**config.mk**
```make
export PLATFORM = sky130hd
export DESIGN_NAME = regbank_arbiter
export DESIGN_NICKNAME = d
export VERILOG_FILES = /design/src/rtl/regbank_pkg.sv /design/src/rtl/rr_arbiter2.sv /design/src/rtl/regbank_arbiter.sv
export SDC_FILE = /design/constraint.sdc
export NUM_CORES = 1
export LEC_CHECK = 0
export ABC_AREA = 1
export CAP_MARGIN = 5
export CORE_AREA = 2 2 73 75
export DETAILED_ROUTE_END_ITERATION = 16
export DIE_AREA = 0 0 75 77
export DONT_BUFFER_PORTS = 1
export PLACE_DENSITY_LB_ADDON = 0.12
export REMOVE_ABC_BUFFERS = 1
export SETUP_SLACK_MARGIN = 0.02
export SKIP_CTS_REPAIR_TIMING = 1
export SYNTH_ARGS = -nofsm -noshare
export SYNTH_HDL_FRONTEND = slang
export SYNTH_SLANG_ARGS = --single-unit
```
**constraint.sdc**
```tcl
create_clock -name CLK -period 1.54 [get_ports CLK]
set_clock_uncertainty 0.05 [all_clocks]
set_input_delay 0.231 -clock CLK [delete_from_list [all_inputs] [get_ports CLK]]
set_output_delay 0.231 -clock CLK [all_outputs]
set_load 0.01 [all_outputs]
```
**src/rtl/regbank_pkg.sv**
```systemverilog
// Shared types and constants for the 16 x 16-bit register bank and its arbiter.
//
// Contents:
//   DW, AW, NREG     data width, address width, register count
//   opKind_e         request kind (read pair / write)
//   rspTag_t         in-flight read tag {valid, port, zeroA, zeroB}
//   TagIdle          empty tag, used for reset and bubbles
//   isR0()           true when an address selects register 0
//
// Optional build macro: REGBANK_ARB_R0_ZERO_EN (used by regbank_arbiter) makes
// register 0 read as zero and suppresses bank writes to it.
package regbank_pkg;

  localparam int unsigned DW   = 16;
  localparam int unsigned AW   = 4;
  localparam int unsigned NREG = 16;

  typedef enum logic {
    OpRead  = 1'b0,
    OpWrite = 1'b1
  } opKind_e;

  // zeroA/zeroB mark operands whose response must be forced to zero.
  typedef struct packed {
    logic valid;
    logic port;
    logic zeroA;
    logic zeroB;
  } rspTag_t;

  localparam rspTag_t TagIdle = '{valid: 1'b0, port: 1'b0, zeroA: 1'b0, zeroB: 1'b0};

  function automatic logic isR0(input logic [AW-1:0] addr);
    return addr == '0;
  endfunction

endpackage

```
**src/rtl/rr_arbiter2.sv**
```systemverilog
// Two-requester round-robin arbiter.
//
// Ports:
//   CLK   in   clock, rising edge
//   RST   in   synchronous active-high reset; forces gnt to 0
//   req   in   [1:0] request vector, bit n = requester n
//   gnt   out  [1:0] one-hot grant (combinational), 0 when nothing requested
//
// With both requesting, the requester not granted last wins. lastGrant only
// moves when a grant is issued; its reset value of 1 gives requester 0 the
// first tie.
module rr_arbiter2 (
  input  logic       CLK,
  input  logic       RST,
  input  logic [1:0] req,
  output logic [1:0] gnt
);

  logic lastGrant;

  always_comb begin
    gnt = 2'b00;
    if (!RST) begin
      unique case (req)
        2'b01:   gnt = 2'b01;
        2'b10:   gnt = 2'b10;
        2'b11:   gnt = lastGrant ? 2'b01 : 2'b10;
        default: gnt = 2'b00;
      endcase
    end
  end

  always_ff @(posedge CLK) begin
    if (RST) begin
      lastGrant <= 1'b1;
    end else if (|gnt) begin
      lastGrant <= gnt[1];
    end
  end

endmodule

```
**src/rtl/regbank_arbiter.sv**
```systemverilog
// Two-port round-robin arbiter and sequencer in front of the 16 x 16-bit
// register bank. Accepts one read-pair or write request per cycle over a
// valid/ready handshake, drives the bank from registers, and returns read
// data two cycles after acceptance.
//
// Ports:
//   CLK, RST                         clock; synchronous active-high reset
//   Pn_VALID / Pn_READY              request handshake (n = 0, 1)
//   Pn_WRITE                         1 = write, 0 = read pair
//   Pn_ADDR_A, Pn_ADDR_B             read addresses
//   Pn_WADDR, Pn_WDATA               write address / data
//   Pn_RSP_VALID                     one-cycle read-data pulse
//   Pn_RSP_A, Pn_RSP_B               read data (pass-through from bank)
//   BANK_ADDR_A/B, BANK_WADDR        registered bank addresses
//   BANK_DATA, BANK_WEN              registered bank write data / enable
//   BANK_RA, BANK_RB                 bank registered read outputs
//
// Build macro REGBANK_ARB_R0_ZERO_EN: register 0 reads as zero; writes to it
// are accepted but never raise BANK_WEN.
//
// Pipeline: accept (edge N) -> bank drive regs (cycle N+1, bank samples at
// edge N+1) -> BANK_RA/RB valid and Pn_RSP_VALID high in the following cycle.
// A read accepted right after a write to the same register sees the new
// value because the bank writes one edge before it samples the read.
module regbank_arbiter
  import regbank_pkg::*;
(
  input  logic          CLK,
  input  logic          RST,

  input  logic          P0_VALID,
  output logic          P0_READY,
  input  logic          P0_WRITE,
  input  logic [AW-1:0] P0_ADDR_A,
  input  logic [AW-1:0] P0_ADDR_B,
  input  logic [AW-1:0] P0_WADDR,
  input  logic [DW-1:0] P0_WDATA,
  output logic          P0_RSP_VALID,
  output logic [DW-1:0] P0_RSP_A,
  output logic [DW-1:0] P0_RSP_B,

  input  logic          P1_VALID,
  output logic          P1_READY,
  input  logic          P1_WRITE,
  input  logic [AW-1:0] P1_ADDR_A,
  input  logic [AW-1:0] P1_ADDR_B,
  input  logic [AW-1:0] P1_WADDR,
  input  logic [DW-1:0] P1_WDATA,
  output logic          P1_RSP_VALID,
  output logic [DW-1:0] P1_RSP_A,
  output logic [DW-1:0] P1_RSP_B,

  output logic [AW-1:0] BANK_ADDR_A,
  output logic [AW-1:0] BANK_ADDR_B,
  output logic [AW-1:0] BANK_WADDR,
  output logic [DW-1:0] BANK_DATA,
  output logic          BANK_WEN,
  input  logic [DW-1:0] BANK_RA,
  input  logic [DW-1:0] BANK_RB
);

  // ---------------------------------------------------------------------------
  // Arbitration
  // ---------------------------------------------------------------------------
  logic [1:0] gnt;
  logic       accept;

  rr_arbiter2 u_rr_arbiter2 (
    .CLK (CLK),
    .RST (RST),
    .req ({P1_VALID, P0_VALID}),
    .gnt (gnt)
  );

  assign P0_READY = P0_VALID & gnt[0];
  assign P1_READY = P1_VALID & gnt[1];
  assign accept   = |gnt;

  // ---------------------------------------------------------------------------
  // Payload select for the granted port
  // ---------------------------------------------------------------------------
  opKind_e       selOp;
  logic          selPort;
  logic [AW-1:0] selAddrA;
  logic [AW-1:0] selAddrB;
  logic [AW-1:0] selWaddr;
  logic [DW-1:0] selWdata;

  always_comb begin
    selPort = gnt[1];
    if (gnt[1]) begin
      selOp    = P1_WRITE ? OpWrite : OpRead;
      selAddrA = P1_ADDR_A;
      selAddrB = P1_ADDR_B;
      selWaddr = P1_WADDR;
      selWdata = P1_WDATA;
    end else begin
      selOp    = P0_WRITE ? OpWrite : OpRead;
      selAddrA = P0_ADDR_A;
      selAddrB = P0_ADDR_B;
      selWaddr = P0_WADDR;
      selWdata = P0_WDATA;
    end
  end

  // Register-0 handling: zero flags ride with the read tag, and writes to R0
  // are swallowed without touching the bank.
  logic selZeroA;
  logic selZeroB;
  logic selWriteBlocked;

`ifdef REGBANK_ARB_R0_ZERO_EN
  assign selZeroA        = isR0(selAddrA);
  assign selZeroB        = isR0(selAddrB);
  assign selWriteBlocked = isR0(selWaddr);
`else
  assign selZeroA        = 1'b0;
  assign selZeroB        = 1'b0;
  assign selWriteBlocked = 1'b0;
`endif

  // ---------------------------------------------------------------------------
  // Issue stage and response tag shift
  // ---------------------------------------------------------------------------
  logic [AW-1:0] bankAddrAQ;
  logic [AW-1:0] bankAddrBQ;
  logic [AW-1:0] bankWaddrQ;
  logic [DW-1:0] bankDataQ;
  logic          bankWenQ;
  rspTag_t       tagS1Q;   // read issued to bank this cycle
  rspTag_t       tagS2Q;   // bank read data valid this cycle

  always_ff @(posedge CLK) begin
    if (RST) begin
      bankAddrAQ <= '0;
      bankAddrBQ <= '0;
      bankWaddrQ <= '0;
      bankDataQ  <= '0;
      bankWenQ   <= 1'b0;
      tagS1Q     <= TagIdle;
      tagS2Q     <= TagIdle;
    end else begin
      bankWenQ <= 1'b0;
      tagS1Q   <= TagIdle;
      tagS2Q   <= tagS1Q;
      if (accept) begin
        if (selOp == OpWrite) begin
          bankWaddrQ <= selWaddr;
          bankDataQ  <= selWdata;
          bankWenQ   <= ~selWriteBlocked;
        end else begin
          // Read addresses only move on reads so idle/write slots hold them.
          bankAddrAQ <= selAddrA;
          bankAddrBQ <= selAddrB;
          tagS1Q     <= '{valid: 1'b1, port: selPort, zeroA: selZeroA, zeroB: selZeroB};
        end
      end
    end
  end

  assign BANK_ADDR_A = bankAddrAQ;
  assign BANK_ADDR_B = bankAddrBQ;
  assign BANK_WADDR  = bankWaddrQ;
  assign BANK_DATA   = bankDataQ;
  assign BANK_WEN    = bankWenQ;

  // ---------------------------------------------------------------------------
  // Response outputs
  // ---------------------------------------------------------------------------
  logic [DW-1:0] rspA;
  logic [DW-1:0] rspB;

  assign rspA = tagS2Q.zeroA ? '0 : BANK_RA;
  assign rspB = tagS2Q.zeroB ? '0 : BANK_RB;

  assign P0_RSP_VALID = tagS2Q.valid & ~tagS2Q.port;
  assign P1_RSP_VALID = tagS2Q.valid &  tagS2Q.port;
  assign P0_RSP_A     = rspA;
  assign P0_RSP_B     = rspB;
  assign P1_RSP_A     = rspA;
  assign P1_RSP_B     = rspB;

endmodule

```
# Yosys cells after proc, flatten, opt, wreduce, memory -nomap -nowiden
# Cells that the tools add are included.
[word_totals]
ram_bits = 0
wordCells = 43
memories = 0
latch_bits = 0
input_bits = 94
reg_bits = 38
output_inout_bits = 97
romBits = 0
[op_classes]
mul = 0
div = 0
bitwise = 7
add_sub_neg = 0
n_lt_le_gt_ge = 0
n_eq_ne = 3
reduce_logical = 5
shift = 0
mux = 14
[ops]
columns = ["op", "n"]
rows = [
  ["$mux W16", 3],
  ["$mux W4", 4],
  ["$pmux W2 S3", 1],
  ["$and A1 B1 Y1", 4],
  ["$eq A2 B2 Y1 const B", 2],
  ["$mux W1", 4],
  ["$mux W2", 2],
  ["$reduce_and A2 Y1", 2],
  ["$reduce_or A2 Y1", 2],
  ["$not A1 Y1", 3],
  ["$reduce_or A3 Y1", 1],
  ["$eq A2 B1 Y1 const B", 1],
]

# Logic depth before layout (Yosys ltp)
[logic_depth]
depth_word = 6
depth_mapped = 9
depth_no_buf = 7

# Modules after synthesis
# From an unflattened synthesis, not the netlist that was laid out.
[unflattened]
cells_unflattened = 371
area_unflattened_um2 = 2222.1
[by_module_without_submodules]
columns = ["module", "seq_area_each_um2", "area_each_um2", "n_inst", "cells_each"]
rows = [
  ["regbank_arbiter", 660.6, 2150.8, 1, 358],
  ["rr_arbiter2", 20.0, 71.3, 1, 13],
]

# Worst setup path before layout
# OpenSTA, ideal clock, no wires.
[synth_path]
kind = "reg-to-reg"
startpoint = "register u_rr_arbiter2.lastGrant"
endpoint = "register bankDataQ[15], in the netlist BANK_DATA[15]"
arrival_ns = 1.034
path_slack_ns = 0.343
path_stages_with_launch = 9
t_required_ns = 1.377
setup_time_ns = 0.113
synth_period_minus_slack_ns = 1.197
path_buffers = 2
path_cell_list = "dfxtp_1 nand2_1 nand3_2 buf_6 buf_4 nand2_1 nand2_1 nor2_1 nor2_1"
[synth_between]
elab_chain_cells = 5
word_cells_on_any_way = 7
cone_classes = "5 x mux; 2 x reduce/logical"
[synth_lines]
columns = ["item", "line", "source"]
rows = [
  ["start, declared", "rr_arbiter2.sv:19", "logic lastGrant;"],
  ["start signal, assigned", "rr_arbiter2.sv:37", "lastGrant <= gnt[1];"],
  ["$mux W2 *", "rr_arbiter2.sv:27", "2'b11: gnt = lastGrant ? 2'b01 : 2'b10;"],
  ["$pmux W2 S3 *", "rr_arbiter2.sv:24", "unique case (req)"],
  ["$mux W2 *", "rr_arbiter2.sv:23", "if (!RST) begin"],
  ["$reduce_or A2 Y1 or $mux W1 (tied branches)", "regbank_arbiter.sv:77, regbank_arbiter.sv:91", ""],
  ["$reduce_and A2 Y1 (no source line)", "-", ""],
  ["end signal, assigned", "regbank_arbiter.sv:149", "bankDataQ <= selWdata;"],
  ["end, declared", "regbank_arbiter.sv:128", "logic [DW-1:0] bankDataQ;"],
]
# Mark *: on every way between the ends. The rest lies on a longest branch, timed or not.
# A chain may end at the register's enable or synchronous reset.

# Final worst setup path
[layout_path]
startpoint = "register u_rr_arbiter2.lastGrant"
endpoint = "output P1_READY"
[layout_between]
elab_chain_cells = 4
[layout_lines]
columns = ["item", "line", "source"]
rows = [
  ["$mux W2", "rr_arbiter2.sv:27", ""],
  ["$pmux W2 S3", "rr_arbiter2.sv:24", ""],
  ["$mux W2", "rr_arbiter2.sv:23", ""],
  ["$and A1 B1 Y1", "regbank_arbiter.sv:76", "assign P1_READY = P1_VALID & gnt[1];"],
  ["end, declared", "regbank_arbiter.sv:43", "output logic P1_READY,"],
]
# Every way passes these cells.

==> impl_metrics.toml <==
[timing]
hold_violations = 0
tightest_slew_ns = 0.344
drv_slew = 0
rsz0062_at_grt = "no"
fin_crit_sh_pct = 95.0
max_freq_mhz = 684
fin_crit_ns = 1.46
setup_viol = 0
slew_headroom_pct = 77.1

[place]
dp_cells = 365
place_area_um2 = 1830
post-dp-hpwl_mm = 5.83
place.port_buffers = 0
place.gp.congestion = 0.825

[cts]
clock-sinks = 34
cts-root-buf = "clkbuf_8"
clockBufferDepth = 2
clkTransAtPathRegs_ns = 0.07
cts_buffers = 5
cts_max_level = 2
clock_latency_ns = 0.28
cts_tree = "yes"

[power_and_ir_drop]
powerDensity_nw_per_um2 = 1010
p_switching_uw = 583
power_frac_seq_pct = 50.4
peakVddDrop_uv = 415
leakagePower_nw = 1.14
switching_share_pct = 29.0
power_frac_clock_pct = 34.2
p_comb_share_pct = 15.4
total_power_mw = 2.01
internal_power_mw = 1.43

[routing]
routed_via_density = 4.57
drtIter0Drc = 91
drcViolationCount = 0
route.vias.total = 1727
drtPass1Iterations = 4
wirelength_mm = 7.47
routedWlPerCell_um = 19.8
ant_nets = 0

[status]
status = "finished, final reports clean"

[layout]
nNetsFinal = 401
final_util_pct = 40.0
area_growth_pct = -11.4
diodes = 0
stdcell_area_um2 = 1990
nFillCells = 575
layout.cells.non_filler = 378
drive_gt1_share_pct = 8.12

[critical_path]
reg2reg_from = "u_rr_arbiter2.lastGrant"
endpoint = "P1_READY"
crit_cells = 5
critPathLaunch = "u_rr_arbiter2.lastGrant"
max_stage_delay_ns = 0.33
rrSetupSlack_ns = 0.18
path_cells = "nand2_2 -> nand3_4 -> inv_4 -> buf_12 -> buf_4"
r2r_cells = 8
crit_path_end_kind = "output port"
critPathRequiredTime_ns = 1.26
worst_ep_arrival_time_ns = 1.18
cp.buffers_inverters = 3
crit_path_top_delay_cell = "dfxtp_2"
cp_max_fo = 11
critPathLaunchType = "register"
cpLargestDelayFamily = "buffers and inverters"
critPathKind = "reg -> out"
r2r_end = "BANK_ADDR_A[2]"

[min_path]
hp-class = "in -> reg"
holdCritStartpoint = "P1_VALID"

[global_route]
grt_first_pass_wirelength_mm = 9.92
grt_pass1_vias = 1554
antenna_found_initial = 0
track_usage_pct = 24.6
grt_max_degree = 42
grt.overflow.total = 0

[floorplanning]
ios = 191
start_util_pct = 45.1
die_x_um = 75
die_area_um2 = 5780
chipHeight_um = 77
num_rows = 26
core_um2 = 4980

[synthesis]
yosysTopAreaCell = "dfxtp_1"
yosys.cell_types.count = 13
syn_inst = 366
yosys_warnings = 0
ys_seq_area_share_pct = 30.3
syn_area_per_cell_um2 = 6.13
synthTopCellsByArea = "dfxtp_1, nand2_1, buf_4, nor2_1, inv_1"
synth_top_cell_area_share_pct = 30.3
netlist_area_um2 = 2240
synth-seq-cells = 34

[run]
cap_violations = 0
state kept, by name, summed over array words and instances, names as in the netlist:
signal,count
BANK_DATA,16
BANK_ADDR_A,4
BANK_ADDR_B,4
BANK_WADDR,4
tagS1Q,2
tagS2Q,2
BANK_WEN,1
u_rr_arbiter2.lastGrant,1
metal layers:
layer	GRT usage, %	wire length [um]	part of all wire [%]	vias to the layer above
li1	-	-	-	875
met1	24.6	2480	33	693
met2	35.5	3210	43	144
met3	22.6	1580	21	13
met4	7.86	168	2.2	2
met5	9.09	34	0.45	-
power by group through the flow:
stage	combinational, mW	sequential (mW)	clock [mW]
finish	0.309	1.01	0.687
global route	0.363	1.02	0.746
detailed placement	0.288	1.03	0
floorplan	0.218	1.02	0
CTS	0.290	1.01	0.706
global placement	0.286	1.03	0
synthesized netlist by cell type:
| cell type | count |
|---|---|
| nand2_1 | 145 |
| buf_4 | 68 |
| nor2_1 | 61 |
| inv_1 | 38 |
| dfxtp_1 | 34 |
| buf_2 | 4 |
| buf_6 | 4 |
| nand3_2 | 3 |
| clkbuf_1 | 2 |
| inv_2 | 2 |
| nand3_1 | 2 |
| o21ai_0 | 2 |
| o21a_1 | 1 |
area by class of cell:
class / count / area [um2] / share of cell area (%)
Clock inverter: 1 / 5.00 / 0.252
Tap cell: 70 / 87.6 / 4.40
Clock buffer: 7 / 86.3 / 4.34
Inverter: 40 / 153 / 7.67
Multi-Input combinational cell: 214 / 841 / 42.3
Timing Repair Buffer: 12 / 135 / 6.79
Sequential cell: 34 / 682 / 34.3
kinds of logic after synthesis:
logic type	after synthesis	share of synthesized area [%]
AND/OR/NAND/NOR	211	36.2
buffers and inverters	118	32.7
AO/OA/AOI/OAI	3	0.781
flip-flops	34	30.3
worst min path at each step:
| stage | endpoint | cells after the start |
|---|---|---|
| after detailed placement | tagS2Q[3] | 1 |
| after CTS | tagS2Q[3] | 1 |
| final | u_rr_arbiter2.lastGrant | 2 |
| after floorplan | tagS2Q[2] | 1 |
| after global routing | u_rr_arbiter2.lastGrant | 2 |
| after global placement | tagS2Q[2] | 1 |
stage by stage:
stage / hold slack [ns] / TNS [ns] / worst slack, ns
finish: 0.0375 / 0 / 0.0770
global route: 0.0273 / 0 / 0.0139
CTS: -0.0496 / -0.116 / -0.116
detailed placement: 0.255 / 0 / 0.0908
global placement: 0.254 / 0 / 0.152
floorplan: 0.252 / -9.92 / -0.409
worst register-to-register path, stage by stage (launching register included):
cell and delay, ns:
dfxtp_2 0.33, nand2_2 0.10, nand3_4 0.12, buf_4 0.16, buf_4 0.18, nand2_1 0.08
nand2_1 0.05, nor2_1 0.11, nor2_1 0.07
placed cells by master (no fill, tap or decap), drive strengths merged:
master | synthesis | routed
buf | 76 | 10
dfxtp | 34 | 34
o21ai | 2 | 2
o21a | 1 | 1
clkinv | 0 | 1
clkbuf | 2 | 8
inv | 40 | 40
nand3 | 5 | 5
dlygate4sd3 | 0 | 1
nor2 | 61 | 61
nand2 | 145 | 145
Power figures use the tool's default switching activity.
